File: src/rtl/edge_cnt_pkg.sv
// -----------------------------------------------------------------------------
// edge_cnt_pkg
// Shared types and helpers for the multi-channel edge counter.
//   edge_mode_t : per-channel edge selection (rise / fall / both / off)
//   clog2_min1  : ceil(log2(n)) but never less than 1, for select widths
// -----------------------------------------------------------------------------
package edge_cnt_pkg;

  typedef enum logic [1:0] {
    EDGE_RISE = 2'b00,
    EDGE_FALL = 2'b01,
    EDGE_BOTH = 2'b10,
    EDGE_OFF  = 2'b11
  } edge_mode_t;

  function automatic int clog2_min1(input int n);
    return (n <= 1) ? 1 : $clog2(n);
  endfunction

endpackage

File: src/rtl/edge_cnt_channel.sv
// -----------------------------------------------------------------------------
// edge_cnt_channel
// One channel of the edge counter: input synchroniser, previous-value flop,
// mode-selected edge detection, wrap/saturate counter and sticky overflow.
// Optional threshold interrupt when EDGE_CNT_THRESH_IRQ_EN is defined.
//
// Ports
//   clk, rstn : clock, asynchronous active-low reset
//   din       : asynchronous event input
//   mode      : edge selection for this channel
//   clr       : synchronous clear of counter, overflow (and irq)
//   rd_clr    : read-and-clear of this channel (lower priority than clr)
//   thresh    : interrupt threshold, 0 disables   (EDGE_CNT_THRESH_IRQ_EN)
//   irq       : registered threshold interrupt    (EDGE_CNT_THRESH_IRQ_EN)
//   cnt, ovf  : live counter and sticky overflow flag
// -----------------------------------------------------------------------------
module edge_cnt_channel
  import edge_cnt_pkg::*;
#(
  parameter int WIDTH       = 8,
  parameter int SYNC_STAGES = 2,
  parameter int SATURATE    = 1
) (
  input  logic             clk,
  input  logic             rstn,
  input  logic             din,
  input  edge_mode_t       mode,
  input  logic             clr,
  input  logic             rd_clr,
`ifdef EDGE_CNT_THRESH_IRQ_EN
  input  logic [WIDTH-1:0] thresh,
  output logic             irq,
`endif
  output logic [WIDTH-1:0] cnt,
  output logic             ovf
);

  localparam logic [WIDTH-1:0] CNT_MAX = '1;

  logic [SYNC_STAGES-1:0] r_sync;
  logic                   r_prev;
  logic [WIDTH-1:0]       r_cnt;
  logic                   r_ovf;

  logic                   w_s;
  logic                   w_rise;
  logic                   w_fall;
  logic                   w_hit;
  logic                   w_at_max;
  logic [WIDTH-1:0]       w_cnt_nxt;
  logic                   w_ovf_nxt;

  // NOTE: sequential state uses non-blocking assignments so every flop samples
  // the pre-edge value of its neighbour; blocking here would collapse the chain.
  always_ff @(posedge clk or negedge rstn) begin
    if (!rstn) begin
      r_sync <= '0;
      r_prev <= 1'b0;
    end else begin
      r_sync[0] <= din;
      for (int i = 1; i < SYNC_STAGES; i++) r_sync[i] <= r_sync[i-1];
      r_prev <= w_s;
    end
  end

  // prev resets to 0, so an input held high through reset reads as one rise.
  assign w_s      = r_sync[SYNC_STAGES-1];
  assign w_rise   = w_s & ~r_prev;
  assign w_fall   = ~w_s & r_prev;
  assign w_at_max = (r_cnt == CNT_MAX);

  // NOTE: every signal written in an always_comb gets a default first so no
  // path leaves it unassigned, which would infer a latch.
  always_comb begin
    w_hit = 1'b0;
    unique case (mode)
      EDGE_RISE: w_hit = w_rise;
      EDGE_FALL: w_hit = w_fall;
      EDGE_BOTH: w_hit = w_rise | w_fall;
      EDGE_OFF:  w_hit = 1'b0;
      default:   w_hit = 1'b0;
    endcase
  end

  // Priority: clr > read-clear > increment. A read that coincides with a
  // counted edge restarts at 1; overflow is judged against the old count.
  always_comb begin
    w_cnt_nxt = r_cnt;
    w_ovf_nxt = r_ovf;
    if (clr) begin
      w_cnt_nxt = '0;
      w_ovf_nxt = 1'b0;
    end else if (rd_clr) begin
      w_cnt_nxt = w_hit ? WIDTH'(1) : '0;
      w_ovf_nxt = w_hit & w_at_max;
    end else if (w_hit) begin
      if (w_at_max) begin
        w_cnt_nxt = (SATURATE != 0) ? CNT_MAX : '0;
        w_ovf_nxt = 1'b1;
      end else begin
        w_cnt_nxt = r_cnt + WIDTH'(1);
      end
    end
  end

  always_ff @(posedge clk or negedge rstn) begin
    if (!rstn) begin
      r_cnt <= '0;
      r_ovf <= 1'b0;
    end else begin
      r_cnt <= w_cnt_nxt;
      r_ovf <= w_ovf_nxt;
    end
  end

  assign cnt = r_cnt;
  assign ovf = r_ovf;

`ifdef EDGE_CNT_THRESH_IRQ_EN
  logic r_irq_pend;
  logic r_irq;
  logic w_irq_set;

  // Fires only when an edge moves the counter onto thresh (a saturated hold
  // at thresh is not a new arrival). irq follows one cycle after the count.
  assign w_irq_set = ~clr & w_hit & (thresh != '0) & (w_cnt_nxt == thresh) &
                     (rd_clr | (w_cnt_nxt != r_cnt));

  always_ff @(posedge clk or negedge rstn) begin
    if (!rstn) begin
      r_irq_pend <= 1'b0;
      r_irq      <= 1'b0;
    end else begin
      r_irq_pend <= w_irq_set;
      if (clr || rd_clr) r_irq <= 1'b0;
      else if (r_irq_pend) r_irq <= 1'b1;
    end
  end

  assign irq = r_irq;
`endif

endmodule

File: src/rtl/multi_channel_edge_counter.sv
// -----------------------------------------------------------------------------
// multi_channel_edge_counter
// NCH independent synchronised edge counters with a registered read-and-clear
// port and a flat live-count bus.
// Optional feature macro: EDGE_CNT_THRESH_IRQ_EN (adds thresh input, irq output).
//
// Ports
//   clk, rstn : clock, asynchronous active-low reset
//   din       : [NCH] asynchronous event inputs
//   mode      : [2*NCH] per-channel edge_mode_t, ch i at [2i+1:2i]
//   clr       : synchronous clear of all counters and flags
//   rd_en     : read-and-clear strobe
//   rd_sel    : channel to read; out-of-range selects return zero
//   rd_data   : registered pre-clear count of the selected channel
//   rd_ovf    : registered pre-clear overflow flag of the selected channel
//   rd_valid  : high for one cycle after an accepted rd_en
//   cnt_bus   : [NCH*WIDTH] live counters, ch i at [WIDTH*i +: WIDTH]
//   ovf       : [NCH] live sticky overflow flags
//   thresh    : [WIDTH] interrupt threshold (EDGE_CNT_THRESH_IRQ_EN)
//   irq       : [NCH] threshold interrupts   (EDGE_CNT_THRESH_IRQ_EN)
// -----------------------------------------------------------------------------
module multi_channel_edge_counter
  import edge_cnt_pkg::*;
#(
  parameter int NCH         = 4,
  parameter int WIDTH       = 8,
  parameter int SYNC_STAGES = 2,
  parameter int SATURATE    = 1,
  localparam int SEL_W      = clog2_min1(NCH)
) (
  input  logic                 clk,
  input  logic                 rstn,
  input  logic [NCH-1:0]       din,
  input  logic [2*NCH-1:0]     mode,
  input  logic                 clr,
  input  logic                 rd_en,
  input  logic [SEL_W-1:0]     rd_sel,
`ifdef EDGE_CNT_THRESH_IRQ_EN
  input  logic [WIDTH-1:0]     thresh,
  output logic [NCH-1:0]       irq,
`endif
  output logic [WIDTH-1:0]     rd_data,
  output logic                 rd_ovf,
  output logic                 rd_valid,
  output logic [NCH*WIDTH-1:0] cnt_bus,
  output logic [NCH-1:0]       ovf
);

  logic [WIDTH-1:0] w_cnt [NCH];
  logic [NCH-1:0]   w_ovf;
  logic [NCH-1:0]   w_rd_clr;
  logic [WIDTH-1:0] w_rd_cnt;
  logic             w_rd_ovf;

  logic [WIDTH-1:0] r_rd_data;
  logic             r_rd_ovf;
  logic             r_rd_valid;

  for (genvar g = 0; g < NCH; g++) begin : g_ch
    assign w_rd_clr[g] = rd_en & (rd_sel == SEL_W'(g));

    edge_cnt_channel #(
      .WIDTH       (WIDTH),
      .SYNC_STAGES (SYNC_STAGES),
      .SATURATE    (SATURATE)
    ) u_ch (
      .clk    (clk),
      .rstn   (rstn),
      .din    (din[g]),
      .mode   (edge_mode_t'(mode[2*g +: 2])),
      .clr    (clr),
      .rd_clr (w_rd_clr[g]),
`ifdef EDGE_CNT_THRESH_IRQ_EN
      .thresh (thresh),
      .irq    (irq[g]),
`endif
      .cnt    (w_cnt[g]),
      .ovf    (w_ovf[g])
    );

    assign cnt_bus[WIDTH*g +: WIDTH] = w_cnt[g];
  end

  assign ovf = w_ovf;

  // Selects beyond NCH fall through to zero and match no channel.
  always_comb begin
    w_rd_cnt = '0;
    w_rd_ovf = 1'b0;
    for (int i = 0; i < NCH; i++) begin
      if (rd_sel == SEL_W'(i)) begin
        w_rd_cnt = w_cnt[i];
        w_rd_ovf = w_ovf[i];
      end
    end
  end

  // Read data captures pre-edge values, so a simultaneous clr or clear of the
  // same channel still returns what was there before.
  always_ff @(posedge clk or negedge rstn) begin
    if (!rstn) begin
      r_rd_data  <= '0;
      r_rd_ovf   <= 1'b0;
      r_rd_valid <= 1'b0;
    end else begin
      r_rd_valid <= rd_en;
      if (rd_en) begin
        r_rd_data <= w_rd_cnt;
        r_rd_ovf  <= w_rd_ovf;
      end
    end
  end

  assign rd_data  = r_rd_data;
  assign rd_ovf   = r_rd_ovf;
  assign rd_valid = r_rd_valid;

endmodule

File: config.mk
export PLATFORM = sky130hd
export DESIGN_NAME = multi_channel_edge_counter
export DESIGN_NICKNAME = d
export VERILOG_FILES = /design/src/rtl/edge_cnt_pkg.sv /design/src/rtl/edge_cnt_channel.sv /design/src/rtl/multi_channel_edge_counter.sv
export SDC_FILE = /design/constraint.sdc
export NUM_CORES = 1
export LEC_CHECK = 0
export CORE_MARGIN = 3
export CORE_UTILIZATION = 30
export DETAILED_ROUTE_END_ITERATION = 8
export PLACE_DENSITY_LB_ADDON = 0.3
export SLEW_MARGIN = 20
export SYNTH_ARGS = -nofsm -noshare
export SYNTH_HDL_FRONTEND = slang
export SYNTH_SLANG_ARGS = --single-unit
File: constraint.sdc
create_clock -name clk -period 2.2 [get_ports clk]
set_input_delay 0.66 -clock clk [delete_from_list [all_inputs] [get_ports clk]]
set_output_delay 0.66 -clock clk [all_outputs]
set_load 0.1 [all_outputs]
**After elaboration in Yosys (flattened, before gate mapping)**

Cells that the tools add are included.

- Add/sub/neg operators: 4
- Eq/ne operators: 19
- Multiplexer cells: 48
- Bitwise operators: 28
- Reduce and logical (&&, ||, !) cells: 17

Operator list:

| kind | count |
|---|---|
| 2-to-1 mux 8 bit | 20 |
| adder 8 x 1 -> 8 bit (second input constant) | 4 |
| equality test 8 bit (second input constant) | 4 |
| 2-to-1 mux 1 bit | 24 |
| nonzero test 3 bit | 8 |
| equality test 2 bit (second input constant) | 10 |
| AND 1 bit | 16 |
| case mux 1 bit (4 select lines) | 4 |
| equality test 2 x 1 -> 1 bit (second input constant) | 5 |
| zero test 2 bit | 5 |
| NOT 1 bit | 8 |
| AND reduction 2 bit | 4 |
| bitwise OR 1 bit | 4 |

- Flip-flop bits (word level): 58
- Input port bits: 18
- Output and inout bits: 46
- Word-level logic and storage cells: 135

**Depth between registers and ports, before layout**

- Word-level depth: 7
- Mapped depth: 7
- Depth with buffers taken out: 6

**Cells and area by module**

From an unflattened synthesis, not the netlist that was laid out.

- Cell total of the unflattened synthesis: 302
- Area, all modules: 3,384.5 µm²

Modules (own cells, without submodules):

| module | instances | cells each | area an instance (µm²) | sequential area each (µm²) |
|---|---|---|---|---|
| edge_cnt_channel | 4 | 61 | 688.2 | 300.3 |
| multi_channel_edge_counter | 1 | 58 | 631.9 | 250.2 |

**Least setup slack after synthesis**

OpenSTA, ideal clock, no wires.

- Kind: register to register
- From: register g_ch[0].u_ch.r_cnt[1]
- To: register g_ch[0].u_ch.r_cnt[2]
- Library setup time: 99 ps
- Arrival time: 2,149 ps
- Data required time: 2,101 ps
- Setup slack: -49 ps
- Cell stages (with the launch flop): 6
- Path buffers: 0
- Period minus slack after synthesis: 2,249 ps
- Cell sequence: dfrtp_1 -> ha_1 -> nand3_1 -> nor3_2 -> nor2_1 -> a311oi_1

- Word-level cells in the longest chain between the ends: 5
- Elaborated cells on any way between the ends: 6
- Those cells by class: add/sub: 1; eq/ne: 1; mux: 4

RTL lines:

| item | line | text |
|---|---|---|
| start: declaration | edge_cnt_channel.sv:42 | `logic [WIDTH-1:0] r_cnt;` |
| start signal: assignment | edge_cnt_channel.sv:111 | `r_cnt <= w_cnt_nxt;` |
| adder 8 x 1 -> 8 bit / equality test 8 bit (equally long branches) | edge_cnt_channel.sv:101, edge_cnt_channel.sv:70 |  |
| 2-to-1 mux 8 bit (*) | edge_cnt_channel.sv:97 | `if (w_at_max) begin` |
| 2-to-1 mux 8 bit (*) | edge_cnt_channel.sv:96 | `end else if (w_hit) begin` |
| 2-to-1 mux 8 bit (*) | edge_cnt_channel.sv:93 | `end else if (rd_clr) begin` |
| 2-to-1 mux 8 bit (*) | edge_cnt_channel.sv:90 | `if (clr) begin` |

Every way passes the cells marked *; elsewhere a longest branch is shown, timed or not. The select of a mux whose other input is x is not followed.
A chain may end at the register's enable or synchronous reset.

**Worst setup path after layout**

- From: input rd_sel[0]
- To: register r_rd_data[3], in the netlist rd_data[3]

- Word-level cells in the longest chain between the ends: 5
- Elaborated cells on any way between the ends: 8
- Those cells by class: eq/ne: 3; mux: 4; reduce/logical: 1

RTL lines:

| item | line | text |
|---|---|---|
| start: declaration | multi_channel_edge_counter.sv:37 | `input logic [SEL_W-1:0] rd_sel,` |
| zero test 2 bit | multi_channel_edge_counter.sv:91 | `if (rd_sel == SEL_W'(i)) begin` |
| 2-to-1 mux 8 bit (3 in series) | multi_channel_edge_counter.sv:91 |  |
| 2-to-1 mux 8 bit (*) | multi_channel_edge_counter.sv:91 |  |
| end signal: assignment | multi_channel_edge_counter.sv:108 | `r_rd_data <= w_rd_cnt;` |
| end: declaration | multi_channel_edge_counter.sv:55 | `logic [WIDTH-1:0] r_rd_data;` |

Every way passes the cells marked *; elsewhere a longest branch is shown, timed or not.

==> results.sh <==
export IMPL_synth_net_count=334
export IMPL_vias_per_cell=5.38
export IMPL_final_area_sq_mm=0.00457
export IMPL_worstPathRequired_ns=2.40
export IMPL_grt_pass1_wl_um=14000
export IMPL_fin_worst_skew_ns=0.00497
export IMPL_antenna_found_initial=0
export IMPL_synth_xor_area_share=0
export IMPL_cts_buffer_depth=2
export IMPL_r2r_start="g_ch[2].u_ch.r_sync[1]"
export IMPL_min_period_ns=1.96
export IMPL_cts_repair_resized=0
export IMPL_cts_setup_buffers=0
export IMPL_grt_max_degree=30
export IMPL_drv_cap=0
export IMPL_cts_hold_buf=0
export IMPL_core_sq_mm=0.00986
export IMPL_outcome="completed"
export IMPL_critPathLaunchType="input port"
export IMPL_antenna_left=0
export IMPL_row_count=36
export IMPL_critical_path_class="input port to flip-flop"
export IMPL_timing_rr_end="g_ch[2].u_ch.cnt[3]"
export IMPL_drive_gt1_frac=0.289
export IMPL_max_clock_freq_mhz=511
export IMPL_pin_count=64
export IMPL_cts_max_level=3
export IMPL_dp_hpwl_um=6170
export IMPL_synth_seq_area_share=0.472
export IMPL_setup_tns_ns=0
export IMPL_synth_simple_area_share=0.208
export IMPL_min_period_over_period=0.889
export IMPL_grt_use_total=0.153
export IMPL_rsz0062_at_grt="no"
export IMPL_cp_end_kind="flip-flop"
export IMPL_synth_edf_count=0
export IMPL_synthCells=304
export IMPL_portBuffers=63
export IMPL_synth_cell_types=46
export IMPL_synthFlopType="dfrtp_1"
export IMPL_synth_most_common_cell="dfrtp_1"
export IMPL_netlist_area_sq_mm=0.00308
export IMPL_yosys_top_cells_area="dfrtp_1, nor3_1, ha_1, mux2_2, o22ai_1"
export IMPL_overflow=0
export IMPL_insertion_delay_ns=0.32
export IMPL_cts_root_buf="clkbuf_8"
export IMPL_ys_warn_count=0
export IMPL_placed_area_sq_mm=0.00436
export IMPL_drt_wl_total_um=8380
export IMPL_drc=0
export IMPL_setup_violations_final=0
export IMPL_area_growth_pct=48.5
export IMPL_antennaDiodeCount=0
export IMPL_initial_core_util=0.312
export IMPL_critPathArrivalTime_ns=2.16
export IMPL_die_x_um=107
export IMPL_ys_ff_latch=58
export IMPL_r2r_cells=6
export IMPL_hold_class="flip-flop to flip-flop"
export IMPL_power_leakage_uw=0.00185
export IMPL_muxShareOfSynthArea=0.0598
export IMPL_postLayoutCoreUtil=0.463
export IMPL_cts_tree="yes"
export IMPL_slew_headroom=0.552
export IMPL_fillers=898
export IMPL_clk_pin_slew_worst_paths_ns=0.06
export IMPL_worstSetupStartpoint="rd_sel[0]"
export IMPL_ir_drop_mv=0.333
export IMPL_synthArstFlopShare=1.00
export IMPL_final_hold_viol_count=0
export IMPL_r2r_setup_slack_ns=0.40
export IMPL_synth_compound_gate_area_share=0.168
export IMPL_synthAdderAreaFrac=0.0488
export IMPL_yosys_area_top_type="dfrtp_1"
export IMPL_die_h_um=107
export IMPL_power_per_cell_area_mw_per_mm2=619
export IMPL_synthTopCellsByCount="dfrtp_1, nor3_1, nand2_1"
export IMPL_wl_per_cell_um=16.2
export IMPL_endpoint="rd_data[3]"
export IMPL_cts_buffers=9
export IMPL_die_area_sq_mm=0.0115
export IMPL_cts_num_sinks=58
export IMPL_tightest_slew_ns=0.673
export IMPL_final_max_slew_viol_count=0
export IMPL_synth_top_area_share=0.472
export IMPL_vias=2780
export IMPL_syn_area_per_cell_sq_um=10.1
export IMPL_grt_pass1_vias=2747
export IMPL_cp_max_fo=11
export IMPL_drt_iter0_markers=154
export IMPL_hold_depth=0
export IMPL_synth_top_family_by_area="simple AND/OR/NAND/NOR gates"
export IMPL_final_net_count=409
export IMPL_drt_pass1_iterations=6
export IMPL_gp_congestion=0.859
[final cells by class]
| class | count | area (sq um) | share of cell area |
|---|---|---|---|
| clock buffers | 11 | 151 | 0.0332 |
| clock inverters | 5 | 52.6 | 0.0115 |
| inverters | 11 | 41.3 | 0.00904 |
| multi-input cells | 218 | 1490 | 0.327 |
| flip-flops and latches | 58 | 1450 | 0.318 |
| well taps | 133 | 166 | 0.0364 |
| repair buffers | 81 | 1210 | 0.265 |
[critical path, stage by stage]
cell and delay (ns):
clkdlybuf4s50_1 0.59, buf_4 0.23, mux2_2 0.36, o22ai_1 0.21, a21oi_1 0.11
[per-layer routing]
metal  routed length (um)  vias up  GRT usage
li1                     -     1305          -
met1                 3720     1357      0.217
met2                 4050      107      0.231
met3                  516       11     0.0288
met4                   88        0     0.0603
met5                    0        -          0
[sequential cells by signal, indices dropped and copies added, names as in the netlist]
signal            cells
g_ch.u_ch.ovf         4
rd_ovf                1
rd_data               8
rd_valid              1
g_ch.u_ch.cnt        32
g_ch.u_ch.r_prev      4
g_ch.u_ch.r_sync      8
[cells by family (layout without fill, tap and decap cells)]
family          Yosys count  after routing
fa+ha+maj                12             12
compound gates           74             74
mux                      14             14
buf+inv                  28            108
flops                    58             58
simple gates            118            118
[how the worst min path moves through the flow]
stage	slack, ns	endpoint	startpoint
2_1_floorplan	0.33	g_ch[0].u_ch.r_sync[1]	g_ch[0].u_ch.r_sync[0]
3_3_place_gp	0.33	g_ch[2].u_ch.r_sync[1]	g_ch[2].u_ch.r_sync[0]
3_5_place_dp	0.34	g_ch[2].u_ch.r_sync[1]	g_ch[2].u_ch.r_sync[0]
4_1_cts	0.35	g_ch[0].u_ch.r_sync[1]	g_ch[0].u_ch.r_sync[0]
5_1_grt	0.36	g_ch[0].u_ch.r_sync[1]	g_ch[0].u_ch.r_sync[0]
6_report	0.35	g_ch[0].u_ch.r_sync[1]	g_ch[0].u_ch.r_sync[0]
[per-stage QoR]
| stage | hold WS, ns | power [uW] | instances | setup slack, ns |
|---|---|---|---|---|
| finish | 0.348 | 2830 | 517 | 0.244 |
| global route | 0.362 | 2960 | 517 | 0.160 |
| CTS | 0.351 | 2870 | 517 | 0.284 |
| detailed placement | 0.336 | 1860 | 501 | -0.0640 |
| global placement | 0.333 | 1850 | 501 | -0.0554 |
| floorplan | 0.331 | 1560 | 304 | 0.111 |
[power breakdown]
| group | total (uW) | internal (uW) | switching (uW) | leakage (uW) |
|---|---|---|---|---|
| Clock | 991 | 578 | 413 | 0.000105 |
| Combinational | 658 | 246 | 411 | 0.000984 |
| Sequential | 1180 | 1110 | 68.4 | 0.000756 |
[layout by cell type, fill, tap and decap left out, types with 2 or more instances in the layout]
| master | count |
|---|---|
| a211oi_1 | 4 |
| a211oi_2 | 4 |
| a21oi_1 | 16 |
| a22oi_1 | 4 |
| a311oi_1 | 3 |
| a31oi_1 | 5 |
| a41oi_1 | 7 |
| and2_1 | 2 |
| and3_1 | 2 |
| and4_1 | 3 |
| buf_12 | 45 |
| buf_4 | 19 |
| clkbuf_8 | 11 |
| clkdlybuf4s50_1 | 16 |
| clkinv_2 | 3 |
| dfrtp_1 | 56 |
| dfrtp_2 | 2 |
| ha_1 | 12 |
| inv_1 | 11 |
| mux2_2 | 11 |
| mux4_2 | 2 |
| nand2_1 | 19 |
| nand2b_1 | 5 |
| nand3_1 | 7 |
| nand3b_1 | 2 |
| nand4_1 | 4 |
| nand4b_1 | 2 |
| nor2_1 | 17 |
| nor3_1 | 36 |
| nor4_1 | 8 |
| nor4b_1 | 2 |
| o21a_1 | 3 |
| o21ai_0 | 4 |
| o21ai_1 | 2 |
| o21ai_2 | 6 |
| o22ai_1 | 14 |
Note: power is estimated with default switching activity, not from simulation.
